### src/rtl/spi_pkg.sv
// Shared types and helpers for the SPI controller: FSM state encoding and
// the SCLK half-period calculation.
package spi_pkg;

    typedef enum logic [1:0] {
        IDLE,
        LOW,
        HIGH,
        HOLD
    } spi_state_t;

    localparam int BITS_PER_BYTE = 8;

    // System clocks per SCLK phase; callers must keep the result at 2 or more.
    function automatic int half_period(input int clk_frequency, input int sclk_frequency);
        return clk_frequency / (2 * sclk_frequency);
    endfunction

endpackage

### src/rtl/spi_sclk_timer.sv
// Half-period down-counter: reloads on load and reports expire once HALF
// clocks have elapsed since the last load.
module spi_sclk_timer #(
    parameter int HALF = 100
) (
    input  logic clk,
    input  logic rst,
    input  logic load,
    output logic expire
);

    localparam int W = (HALF > 1) ? $clog2(HALF) : 1;

    logic [W-1:0] count;

    always_ff @(posedge clk) begin
        if (rst) begin
            count <= '0;
        end else if (load) begin
            count <= W'(HALF - 1);
        end else if (count != '0) begin
            count <= count - W'(1);
        end
    end

    assign expire = (count == '0);

endmodule

### src/rtl/spi_controller_core.sv
// Mode-0 SPI controller, MSB first, one byte per start; hold_cs keeps CS
// asserted across bytes for multi-byte transactions.
import spi_pkg::*;

module spi_controller_core #(
    parameter int CLK_FREQUENCY  = 100_000_000,
    parameter int SCLK_FREQUENCY = 500_000
) (
    input  logic       clk,
    input  logic       rst,
    input  logic       start,
    input  logic [7:0] data_to_send,
    input  logic       hold_cs,
    input  logic       SPI_MISO,
    output logic [7:0] data_received,
    output logic       busy,
    output logic       done,
    output logic       SPI_SCLK,
    output logic       SPI_MOSI,
    output logic       SPI_CS
);

    localparam int HALF = half_period(CLK_FREQUENCY, SCLK_FREQUENCY);
    localparam logic [2:0] LAST_BIT = 3'(BITS_PER_BYTE - 1);

    spi_state_t state, next_state;

    logic       expire;
    logic       load;
    logic       accept;
    logic       rise;
    logic       fall_next;
    logic       fall_last;
    logic       release_cs;
    logic [7:0] tx_shift;
    logic [7:0] rx_shift;
    logic [2:0] bit_cnt;

    spi_sclk_timer #(
        .HALF(HALF)
    ) u_timer (
        .clk   (clk),
        .rst   (rst),
        .load  (load),
        .expire(expire)
    );

    always_ff @(posedge clk) begin
        if (rst) begin
            state <= IDLE;
        end else begin
            state <= next_state;
        end
    end

    // In HOLD a new start wins over releasing CS, so chained bytes never glitch CS.
    always_comb begin
        next_state = state;
        case (state)
            IDLE: if (start) next_state = LOW;
            LOW:  if (expire) next_state = HIGH;
            HIGH: begin
                if (expire) begin
                    if (bit_cnt != LAST_BIT) begin
                        next_state = LOW;
                    end else begin
                        next_state = hold_cs ? HOLD : IDLE;
                    end
                end
            end
            HOLD: begin
                if (start) begin
                    next_state = LOW;
                end else if (!hold_cs) begin
                    next_state = IDLE;
                end
            end
            default: next_state = IDLE;
        endcase
    end

    always_comb begin
        accept     = ((state == IDLE) || (state == HOLD)) && start;
        rise       = (state == LOW) && expire;
        fall_next  = (state == HIGH) && expire && (bit_cnt != LAST_BIT);
        fall_last  = (state == HIGH) && expire && (bit_cnt == LAST_BIT);
        release_cs = (state == HOLD) && !start && !hold_cs;
        load       = accept || rise || fall_next;
    end

    // All pins are registered so MOSI, SCLK and CS move on the same edge as the FSM.
    always_ff @(posedge clk) begin
        if (rst) begin
            tx_shift      <= '0;
            rx_shift      <= '0;
            bit_cnt       <= '0;
            data_received <= '0;
            busy          <= 1'b0;
            done          <= 1'b0;
            SPI_SCLK      <= 1'b0;
            SPI_CS        <= 1'b1;
        end else begin
            done <= fall_last;
            if (accept) begin
                tx_shift <= data_to_send;
                bit_cnt  <= '0;
                SPI_CS   <= 1'b0;
                busy     <= 1'b1;
            end
            if (rise) begin
                SPI_SCLK <= 1'b1;
                rx_shift <= {rx_shift[6:0], SPI_MISO};
            end
            if (fall_next) begin
                SPI_SCLK <= 1'b0;
                tx_shift <= {tx_shift[6:0], 1'b0};
                bit_cnt  <= bit_cnt + 3'd1;
            end
            if (fall_last) begin
                SPI_SCLK      <= 1'b0;
                data_received <= rx_shift;
                busy          <= 1'b0;
                if (!hold_cs) begin
                    SPI_CS <= 1'b1;
                end
            end
            if (release_cs) begin
                SPI_CS <= 1'b1;
            end
        end
    end

    assign SPI_MOSI = tx_shift[7];

endmodule

### config.mk
export PLATFORM = sky130hd
export DESIGN_NAME = spi_controller_core
export DESIGN_NICKNAME = d
export VERILOG_FILES = /design/src/rtl/spi_pkg.sv /design/src/rtl/spi_sclk_timer.sv /design/src/rtl/spi_controller_core.sv
export SDC_FILE = /design/constraint.sdc
export NUM_CORES = 1
export LEC_CHECK = 0
export ABC_AREA = 1
export CORE_UTILIZATION = 35
export DETAILED_ROUTE_END_ITERATION = 10
export PLACE_DENSITY_LB_ADDON = 0.3
export SYNTH_ARGS = -nofsm -noshare
export SYNTH_HDL_FRONTEND = slang
export SYNTH_SLANG_ARGS = --single-unit
### constraint.sdc
create_clock -name clk -period 4.71 [get_ports clk]
set_input_delay 0.942 -clock clk [delete_from_list [all_inputs] [get_ports clk]]
set_output_delay 0.942 -clock clk [all_outputs]
set_load 0.01 [all_outputs]
=== Yosys cells after proc, flatten, opt, wreduce, memory -nomap -nowiden ===
Cells that the tools add are included.

* Input port bits: 13
* Memory bits (read-only): 0
* Memories: 0
* Memory bits (writable): 0
* Output and inout bits: 13
* Latch bits: 0
* Bits in registers: 40

* Divide/modulo/power cells: 0
* Reductions and logical operators: 23
* Add/sub/neg operators: 2
* Shifts and indexed selects: 0
* Multiply operators: 0
* Order comparisons: 0
* Eq/ne operators: 9
* Multiplexer cells: 17
* Bitwise gates (word level): 0

{| class="wikitable"
|+ Operator list
! operator !! number
|-
| two-way mux 8 bit || 2
|-
| two-way mux 2 bit || 7
|-
| two-way mux 7 bit || 2
|-
| case mux 2 bit (4 select lines) || 1
|-
| OR reduction 2 bit || 4
|-
| logical AND 1 bit || 7
|-
| logical NOT 7 bit || 1
|-
| nonzero test 7 bit || 1
|-
| subtractor 7 x 1 -> 7 bit, second input constant || 1
|-
| two-way mux 3 bit || 2
|-
| inequality test 2 bit, second input constant || 3
|-
| inequality test 3 bit, second input constant || 2
|-
| equality test 2 bit, second input constant || 2
|-
| AND reduction 4 bit || 1
|-
| nonzero test 2 bit || 2
|-
| adder 3 x 1 -> 3 bit, second input constant || 1
|-
| equality test 3 bit, second input constant || 1
|-
| logical OR 1 bit || 3
|-
| two-way mux 1 bit || 3
|-
| OR reduction 3 bit || 1
|-
| equality test 2 x 1 -> 1 bit, second input constant || 1
|-
| logical NOT 1 bit || 2
|-
| logical NOT 2 bit || 1
|}

=== Longest topological paths before layout ===
* Depth in word-level cells: 6
* Mapped depth: 11
* Gate-level depth less buffers: 10

=== Hierarchy ===
From an unflattened synthesis, not the netlist that was laid out.

* Cell total of the unflattened synthesis: 236
* Area, all modules: 1856.8 um^2

{| class="wikitable"
|+ Modules (own cells, without submodules)
! module !! times used !! area an instance (um^2) !! cells an instance !! sequential area each (um^2)
|-
| spi_controller_core || 1 || 1447.6 || 180 || 660.6
|-
| spi_sclk_timer || 1 || 409.1 || 56 || 140.1
|}

=== Worst setup path before layout ===
OpenSTA, ideal clock, no wires.

* Path kind: input to register
* From: in start
* To: reg SPI_CS
* Path buffers: 1
* Stages: 6
* Data required time: 4.587 ns
* Path slack: 2.893 ns
* Setup time: 0.123 ns
* Arrival: 1.694 ns
* Path through: inv_1 -> nor2_2 -> inv_1 -> clkbuf_8 -> a21oi_1 -> o21ai_0

* Longest elaborated chain between the ends: 4
* Elaborated cells on any way between the ends: 8

{| class="wikitable"
|+ RTL lines
! what !! line !! text
|-
| start, declared || spi_controller_core.sv:11 || <nowiki>input logic start,</nowiki>
|-
| logical AND 1 bit / logical NOT 1 bit (equally long branches) || spi_controller_core.sv:83, spi_controller_core.sv:87 ||
|-
| two-way mux 1 bit / logical AND 1 bit (equally long branches) || spi_controller_core.sv:104, spi_controller_core.sv:87 ||
|-
| two-way mux 1 bit / logical AND 1 bit (equally long branches) || spi_controller_core.sv:123, spi_controller_core.sv:87 ||
|-
| two-way mux 1 bit / OR reduction 2 bit (equally long branches) || - ||
|-
| end signal, assigned || spi_controller_core.sv:107 || <nowiki>SPI_CS <= 1'b0;</nowiki>
|-
| end signal, assigned || spi_controller_core.sv:124 || <nowiki>SPI_CS <= 1'b1;</nowiki>
|-
| end signal, assigned || spi_controller_core.sv:128 || <nowiki>SPI_CS <= 1'b1;</nowiki>
|-
| end, declared || spi_controller_core.sv:20 || <nowiki>output logic SPI_CS</nowiki>
|}

Parallel ways exist; a longest one is shown, timed or not.
A chain may end at the register's enable or synchronous reset.

==> reports/qor.csv <==
stage;metric;value;unit
global_route;total gr overflow;0;
pwr;Power Density;524;nW/um2
clock_tree;worst skew pair latency;0.29;ns
logic_synthesis;XOR/XNOR share of the synthesized area;0.0181;
logic_synthesis;Yosys top cell by area;dfxtp_1;
worst_setup_path;WP data arrival;2.94;ns
logic_synthesis;Seq/Total Area, Yosys;0.414;
layout;Antenna Cells;0;
clock_tree;clock-pin slew on the worst setup and hold paths;0.08;ns
worst_setup_path;Worst EP required;4.90;ns
routing;Via density;4.67;
die;CORE AREA;5200;um2
pwr;peak supply drop;0.234;mV
sta;Clock Skew;0.00720;ns
logic_synthesis;Syn Nets;273;
routing;initial DRC count;51;
worst_setup_path;slowest stage delay, CP;0.90;ns
min_path;HP Class;reg -> reg;
worst_setup_path;FF-to-FF path depth;8;
global_route;vias in the first global route;1499;
layout;design area;2320;um2
global_route;largest net degree at the start of global routing;23;
worst_setup_path;crit-path most repeated cell;nand2_1;
logic_synthesis;Synth Cell Area;1940;um2
logic_synthesis;most instantiated cells after synthesis;nand2_1, dfxtp_1, inv_1, nand3_1, nor2_1;
global_route;gr usage total;0.139;
routing;routed length per instance;10.8;um
logic_synthesis;Most used DFF post-synth;dfxtp_1;
logic_synthesis;largest family of logic cells by synthesized area;simple AND/OR/NAND/NOR gates;
die;Die Area;5830;um2
die;FP Rows;26;
routing;post-route ant nets;0;
sta;RSZ-0062 raised after global routing;false;
sta;worst-margin pin slew;0.681;ns
sta;relative slew slack;0.545;
logic_synthesis;Simple-Gate Fraction of Synth Area;0.324;
clock_tree;TritonCTS buffer count;5;
logic_synthesis;number of synthesized register bits;40;
logic_synthesis;Synth Area in Adders;0.0582;
clock_tree;# clock sinks;40;
flow_run;max_cap viols;0;
placement;Placed Area;2220;um2
routing;DR pass1 iterations;4;
sta;Slew Limit Fails;0;
layout;synthesis-to-layout area growth;19.7;%
clock_tree;root buffer cell;clkbuf_8;
clock_tree;H-tree depth;2;
min_path;Hold Path Depth;2;
placement;Final HPWL DP;2650;um
logic_synthesis;number of enable flip-flop cells after synthesis;0;
sta;Final setup viols;0;
global_route;first-pass GRT wire length;6630;um
worst_setup_path;Max FO, Critical Path;22;
logic_synthesis;asr flop ratio synth;0;
worst_setup_path;Worst Setup End Kind;flop;
die;initial core utilization;0.372;
routing;routed vias;1616;
worst_setup_path;Critical Path Start Type;input port;
layout;fin cells;346;
die;top-level I/O count;26;
sta;Hold Violations, Final;0;
worst_setup_path;crit-path cells;clkdlybuf4s50_1, inv_1, nand2_1, clkinv_1, nand2_1, nand2_1;
logic_synthesis;Gate Count Post-Synth;251;
placement;IO Port Bufs;25;
placement;placed insts;338;
clock_tree;Post-CTS Resized;0;
placement;Final GP Congestion;0.752;
worst_setup_path;Crit-path slowest cell;clkdlybuf4s50_1;
clock_tree;clk buf depth;2;
sta;fin crit period;2.75;ns
clock_tree;CTS tree;built;
routing;Post-Route WL;3720;um
clock_tree;setup bufs post-CTS;0;
logic_synthesis;Syn Area/Cell;7.71;um2
logic_synthesis;most frequent cell after synthesis;nand2_1;
layout;Layout fillers;548;
sta;Final Cycle Share;0.585;
logic_synthesis;Compound-Gate Fraction of Synth Area;0.109;
run_status;outcome;finished clean;
sta;Fmax;0.363;GHz
sta;Min Hold Slack;0.459;ns
layout;# nets final;297;
logic_synthesis;Yosys warning total;0;
worst_setup_path;reg-to-reg setup timing slack;2.69;ns
logic_synthesis;mux cell area share after synthesis;0;
logic_synthesis;post-synthesis cell type count;35;
pwr;P_leak;0.967;nW
pwr;total power;1.21;mW
global_route;initial antenna violation count;0;
die;Die H;76.4;um
clock_tree;cts hold-fix bufs;0;
worst_setup_path;Crit Path Class;in -> reg;
routing;# DRC;0;
die;chip width;76.4;um
logic_synthesis;Synth top area share;0.414;
logic_synthesis;top cells by area, synth;dfxtp_1, nand2_1, ha_1;
layout;layout cells sized above 1;0.0906;
sta;Total Neg Setup Slack;0;ns
-- where the power goes --
group	internal, mW	switching [mW]	leakage (nW)
combinational	0.198	0.309	0.597
sequential	0.409	0.0588	0.326
clock	0.119	0.122	0.0434
-- kinds of logic after synthesis --
| group | Yosys count |
|---|---|
| compound gates | 38 |
| xor+xnor | 4 |
| fa+ha+maj | 9 |
| buf+inv | 33 |
| flops | 40 |
| simple gates | 127 |
-- layer usage --
layer  global-route usage  routed length, um
met1                0.166               1820
met3               0.0263                109
met2                0.236               1730
met4               0.0692                 61
met5                    0                  0
-- layout by cell type (no fill, tap or decap), drive strengths merged --
| master | instances |
|---|---|
| inv | 23 |
| clkinv | 2 |
| nand2 | 62 |
| xor2 | 3 |
| nor2 | 28 |
| o21bai | 1 |
| nor3b | 1 |
| ha | 9 |
| clkbuf | 6 |
| clkinvlp | 2 |
| nand4 | 9 |
| dfxtp | 40 |
| clkdlybuf4s50 | 25 |
| a211oi | 1 |
| o21ai | 16 |
| or2 | 1 |
| a21oi | 20 |
| nor3 | 2 |
| xnor2 | 1 |
| nand3 | 24 |
-- sequential cells by signal, summed over array words and instances (netlist names) --
name / cells
SPI_CS: 1
SPI_SCLK: 1
bit_cnt: 3
busy: 1
data_received: 8
done: 1
rx_shift: 8
state: 2
tx_shift: 8
u_timer.count: 7
-- area by class of cell --
class	instances	area, um2	share of cell area
multi-input combinational	178	986	0.425
sequential	40	801	0.346
timing repair buffer	25	250	0.108
inverter	25	95.1	0.0410
tap	70	87.6	0.0378
clock buffer	6	82.6	0.0356
clock inverter	2	15.0	0.00648
-- metrics by stage --
step           worst slack (ns)  utilization
6_report                   1.96        0.445
5_1_grt                    1.77        0.445
4_1_cts                    1.98        0.445
3_5_place_dp               1.66        0.426
3_3_place_gp               1.69        0.426
2_1_floorplan              2.89            -
-- final timing paths --
| check | start | endpoint |
|---|---|---|
| worst max-delay path | rst | data_received[2]$_SDFFE_PP0P_ |
| worst min-delay path | rx_shift[7]$_SDFFE_PP0P_ | data_received[7]$_SDFFE_PP0P_ |
| worst max register to register | state[1]$_SDFFE_PP0P_ | u_timer.count[4]$_SDFFE_PP0P_ |
| worst min register to register | rx_shift[7]$_SDFFE_PP0P_ | data_received[7]$_SDFFE_PP0P_ |
-- critical path: cells and delay by family --
| kind | cells | cell delay [ns] |
|---|---|---|
| buffers and inverters | 3 | 1.60 |
| and+or+nand+nor | 3 | 0.39 |
Power figures use the tool's default switching activity.
==> variant 1 (same settings) <==
Change the parameter `SCLK_FREQUENCY` from 500_000 to 250_000.
--- a/src/rtl/spi_controller_core.sv
+++ b/src/rtl/spi_controller_core.sv
@@ -6,3 +6,3 @@
     parameter int CLK_FREQUENCY  = 100_000_000,
-    parameter int SCLK_FREQUENCY = 500_000
+    parameter int SCLK_FREQUENCY = 250_000
 ) (
Function: no difference found for any inputs over 10 cycles, from zero or initial values and one cycle with rst high; that may be too few to reach the edited logic, so the function may still have changed.
==> variant 1 against the original RTL <==
Power decreased by 0.53%. Synthesized cell count rose by 7.2%. Non-clock buffer count increased by 1. Area after synthesis grew 3.6%. Setup slack improved by 0.051 ns. Critical path depth is 2 lower. Final area up 3.8%. Count of clock-buffer cells in the layout decreased by 1. Sequential cell count up 1. Routed wire length grew 10%. Critical path type unchanged. Critical endpoint is now data_received[7]. Largest cell class unchanged.
==> variant 1: results (changes against the original RTL) <==
XOR/XNOR share of the synthesized area 1.31% (-0.50 points); Post-Synth Adder-Cell Area 4.99% (-0.82 points); DR WL/cell 11.1 microns (+3.2%); layout cell share with drive strength beyond 1 10.4% (+1.4 points); Synth Area in Compound Gates 7.37% (-3.5 points); GR Util met1 18.9% (+2.3 points); Power Dens Cells 502 nW/um^2 (-4.2%); reg-to-reg slack, setup 2.85 ns (+0.16 ns); top area cells in the synthesized netlist dfxtp_1 41%, nand2_1 12%, nor2_1 8.1%, nand3_1 6.0%, ha_1 5.0%; worst setup margin 2.01 ns (+0.0514 ns); switching share of power 41.3% (+0.95 points); Reg2Reg Depth 9 (+1); delay of the slowest critical-path stage 1.07 ns (+0.17 ns); 1st-pass router iterations 5 (+1); post-synthesis sequential area ratio 40.9% (-0.42 points); pre-CTS worst setup slack 1.71 ns (+0.0563 ns); worst hold margin 0.452 ns (-0.00651 ns); Post-synth top cells 66 x nand2_1, 43 x nor2_1, 41 x dfxtp_1; CP arrival 2.89 ns (-0.05 ns); status complete, no violations; net count after synthesis 290 (+6.2%); WL final 4.10 mm (+10%); met2 Use GR 24.6% (+1.0 points); Inst Count DP 361 (+6.8%); Worst IR Drop VDD 172 uV (-27%); largest net degree at the start of global routing 24 (+4.3%); first-pass GRT wire length 7.23 mm (+9.1%); GP Congestion 0.870 (+16%); Least-Margin Pin Slew 0.914 ns (+0.233 ns)
## variant 1: path summary, 6_finish.rpt
| check | endpoint | start |
|---|---|---|
| hold / removal | tx_shift[1] | tx_shift[1] |
| setup reg to reg | u_timer.count[4] | state[1] |
| setup / recovery | data_received[7] | rst |
| hold reg to reg | tx_shift[1] | tx_shift[1] |
## variant 1: layer usage
layer / share of wire [%] / wire (microns)
met2: 46 / 1860
met3: 4.4 / 180
met4: 1.6 / 67
met5: 0 / 0
met1: 48 / 1980
## variant 1: logic make-up after synthesis
logic type      after synthesis
xor+xnor                      3
flops                        41
compound gates               28
buf+inv                      32
simple gates                157
fa+ha+maj                     8
## variant 1: area by class of cell
type | count | area (sq um)
multi-input combinational | 196 | 1040
sequential | 41 | 821
timing repair buffer | 26 | 258
tap | 72 | 90.1
clock inverter | 3 | 17.5
inverter | 26 | 105
clock buffer | 5 | 68.8
fill | 584 | 3100
==> variant 2 (same flow settings) <==
Made on the original files. Register the output `data_received` once more, cleared by the reset; this adds one clock of latency there. The other outputs are not delayed to match.
--- a/src/rtl/spi_controller_core.sv
+++ b/src/rtl/spi_controller_core.sv
@@ -24,2 +24,4 @@
     localparam logic [2:0] LAST_BIT = 3'(BITS_PER_BYTE - 1);
+
+    logic [7:0] data_received_s0;
 
@@ -96,3 +98,3 @@
             bit_cnt       <= '0;
-            data_received <= '0;
+            data_received_s0 <= '0;
             busy          <= 1'b0;
@@ -120,3 +122,3 @@
                 SPI_SCLK      <= 1'b0;
-                data_received <= rx_shift;
+                data_received_s0 <= rx_shift;
                 busy          <= 1'b0;
@@ -134,2 +136,10 @@
 
+    always_ff @(posedge clk) begin
+        if (rst) begin
+            data_received <= '0;
+        end else begin
+            data_received <= data_received_s0;
+        end
+    end
+
 endmodule
Behaviour: same outputs for any inputs over 10 cycles, from zero or initial values and one cycle with rst high; that may be too few to reach the edited logic, so the function may still have changed.
==> variant 2 against the original RTL <==
Routed wire length increased by 11%. Setup slack improved by 0.49 ns. Final area increased by 8.4%. Worst hold slack got worse by 0.030 ns. Clock power increased by 11%. Area after synthesis increased by 9.2%. Power increased by 6.9%. Global-route usage increased by 0.85 points. Sequential cell count increased by 8. Sequential power increased by 15%. Largest power group is now sequential cells.
==> variant 2: results (changes against the original RTL) <==
leakage 1.11 nW (+15%); switching share of power 39.6% (-0.72 points); GP Congestion 0.801 (+6.5%); DR WL/cell 11.2 microns (+3.9%); first-pass GRT wire length 7.21 mm (+8.7%); Synth Instances 271 (+8.0%); Distinct cells, synth 26 (-26%); Post-synth top cells 61 x nand2_1, 48 x dfxtp_1, 34 x nor2_1; worst skew pair latency 0.31 ns (+0.02 ns); nets 318 (+7.1%); GRT Total Usage 14.7% (+0.85 points); status complete, no violations; top area cells in the synthesized netlist dfxtp_1 45%, nand2_1 11%, nor2_1 6.0%, ha_1 5.3%, inv_1 5.3%; GR Util met1 19.4% (+2.7 points); vias per std cell 4.67 (about the same); post-CTS sizing 0 (unchanged); H-tree levels 2 (unchanged); clock-net power 266 uW (+11%); crit path from start; power consumption 1.30 mW (+6.9%); largest net degree at the start of global routing 25 (+8.7%); Least-Margin Pin Slew 0.601 ns (-0.0797 ns); Worst IR Drop VDD 162 uV (-31%); Fill cells 592 (+8.0%); final clock skew 0.00664 ns (-0.000556 ns); Critical Path End u_timer.count[4]; pre-CTS worst setup slack 2.13 ns (+0.469 ns); Reg2Reg Depth 9 (+1); layout cell share with drive strength beyond 1 7.41% (-1.7 points); WL final 4.12 mm (+11%); M1 WL 2.04 mm (+12%); delay of the slowest critical-path stage 0.48 ns (-0.42 ns); Inst Count DP 361 (+6.8%); post-synthesis sequential area ratio 45.4% (+4.1 points); Iter 0 DRT Violations 112 (+120%); met3 Use GR 4.46% (+1.8 points); vias in the first global route 1535 (+2.4%)
==> variant 2: cell count changes in the layout (fill, tap and decap cells not counted), moves of 6 or more <==
cell / before / now
nor2_1: 22 / 34
dfxtp_1: 40 / 48
inv_1: 22 / 30
nand3_1: 22 / 15
o21ai_0: 15 / 22
a21oi_1: 19 / 13
==> variant 2: area by class of cell <==
type                       count  share of cell area (%)
inverter                      31                    4.63
clock buffer                   6                    3.29
timing repair buffer          26                    10.3
clock inverter                 2                   0.548
sequential                    48                    38.3
tap                           72                    3.59
multi-input combinational    184                    39.4
==> variant 2: kinds of logic (layout without fill, tap and decap cells) <==
kind of cell / Yosys count / after routing / share of synthesized area [%]
and+or+nand+nor: 134 / 134 / 30.8
DFF: 48 / 48 / 45.4
buffers and inverters: 39 / 65 / 7.75
AOI/OAI and AO/OA: 37 / 37 / 8.99
adders and majority gates: 9 / 9 / 5.33
xor gates and xnor gates: 4 / 4 / 1.66
==> variant 2: worst min-delay path by stage <==
stage / start / end / cells past startpoint / slack, ns
2_1_floorplan: data_received_s0[0] / data_received[0] / 2 / 0.40
3_3_place_gp: data_received_s0[5] / data_received[5] / 2 / 0.41
3_5_place_dp: data_received_s0[2] / data_received[2] / 2 / 0.42
4_1_cts: data_received_s0[2] / data_received[2] / 2 / 0.43
5_1_grt: data_received_s0[0] / data_received[0] / 2 / 0.45
6_report: data_received_s0[5] / data_received[5] / 2 / 0.43
==> variant 2: stage by stage <==
| stage | hold WS (ns) | area [sq um] |
|---|---|---|
| 2_1_floorplan | 0.405 | 2110 |
| 3_3_place_gp | 0.412 | 2410 |
| 3_5_place_dp | 0.417 | 2410 |
| 4_1_cts | 0.432 | 2510 |
| 5_1_grt | 0.447 | 2510 |
| 6_report | 0.429 | 2510 |
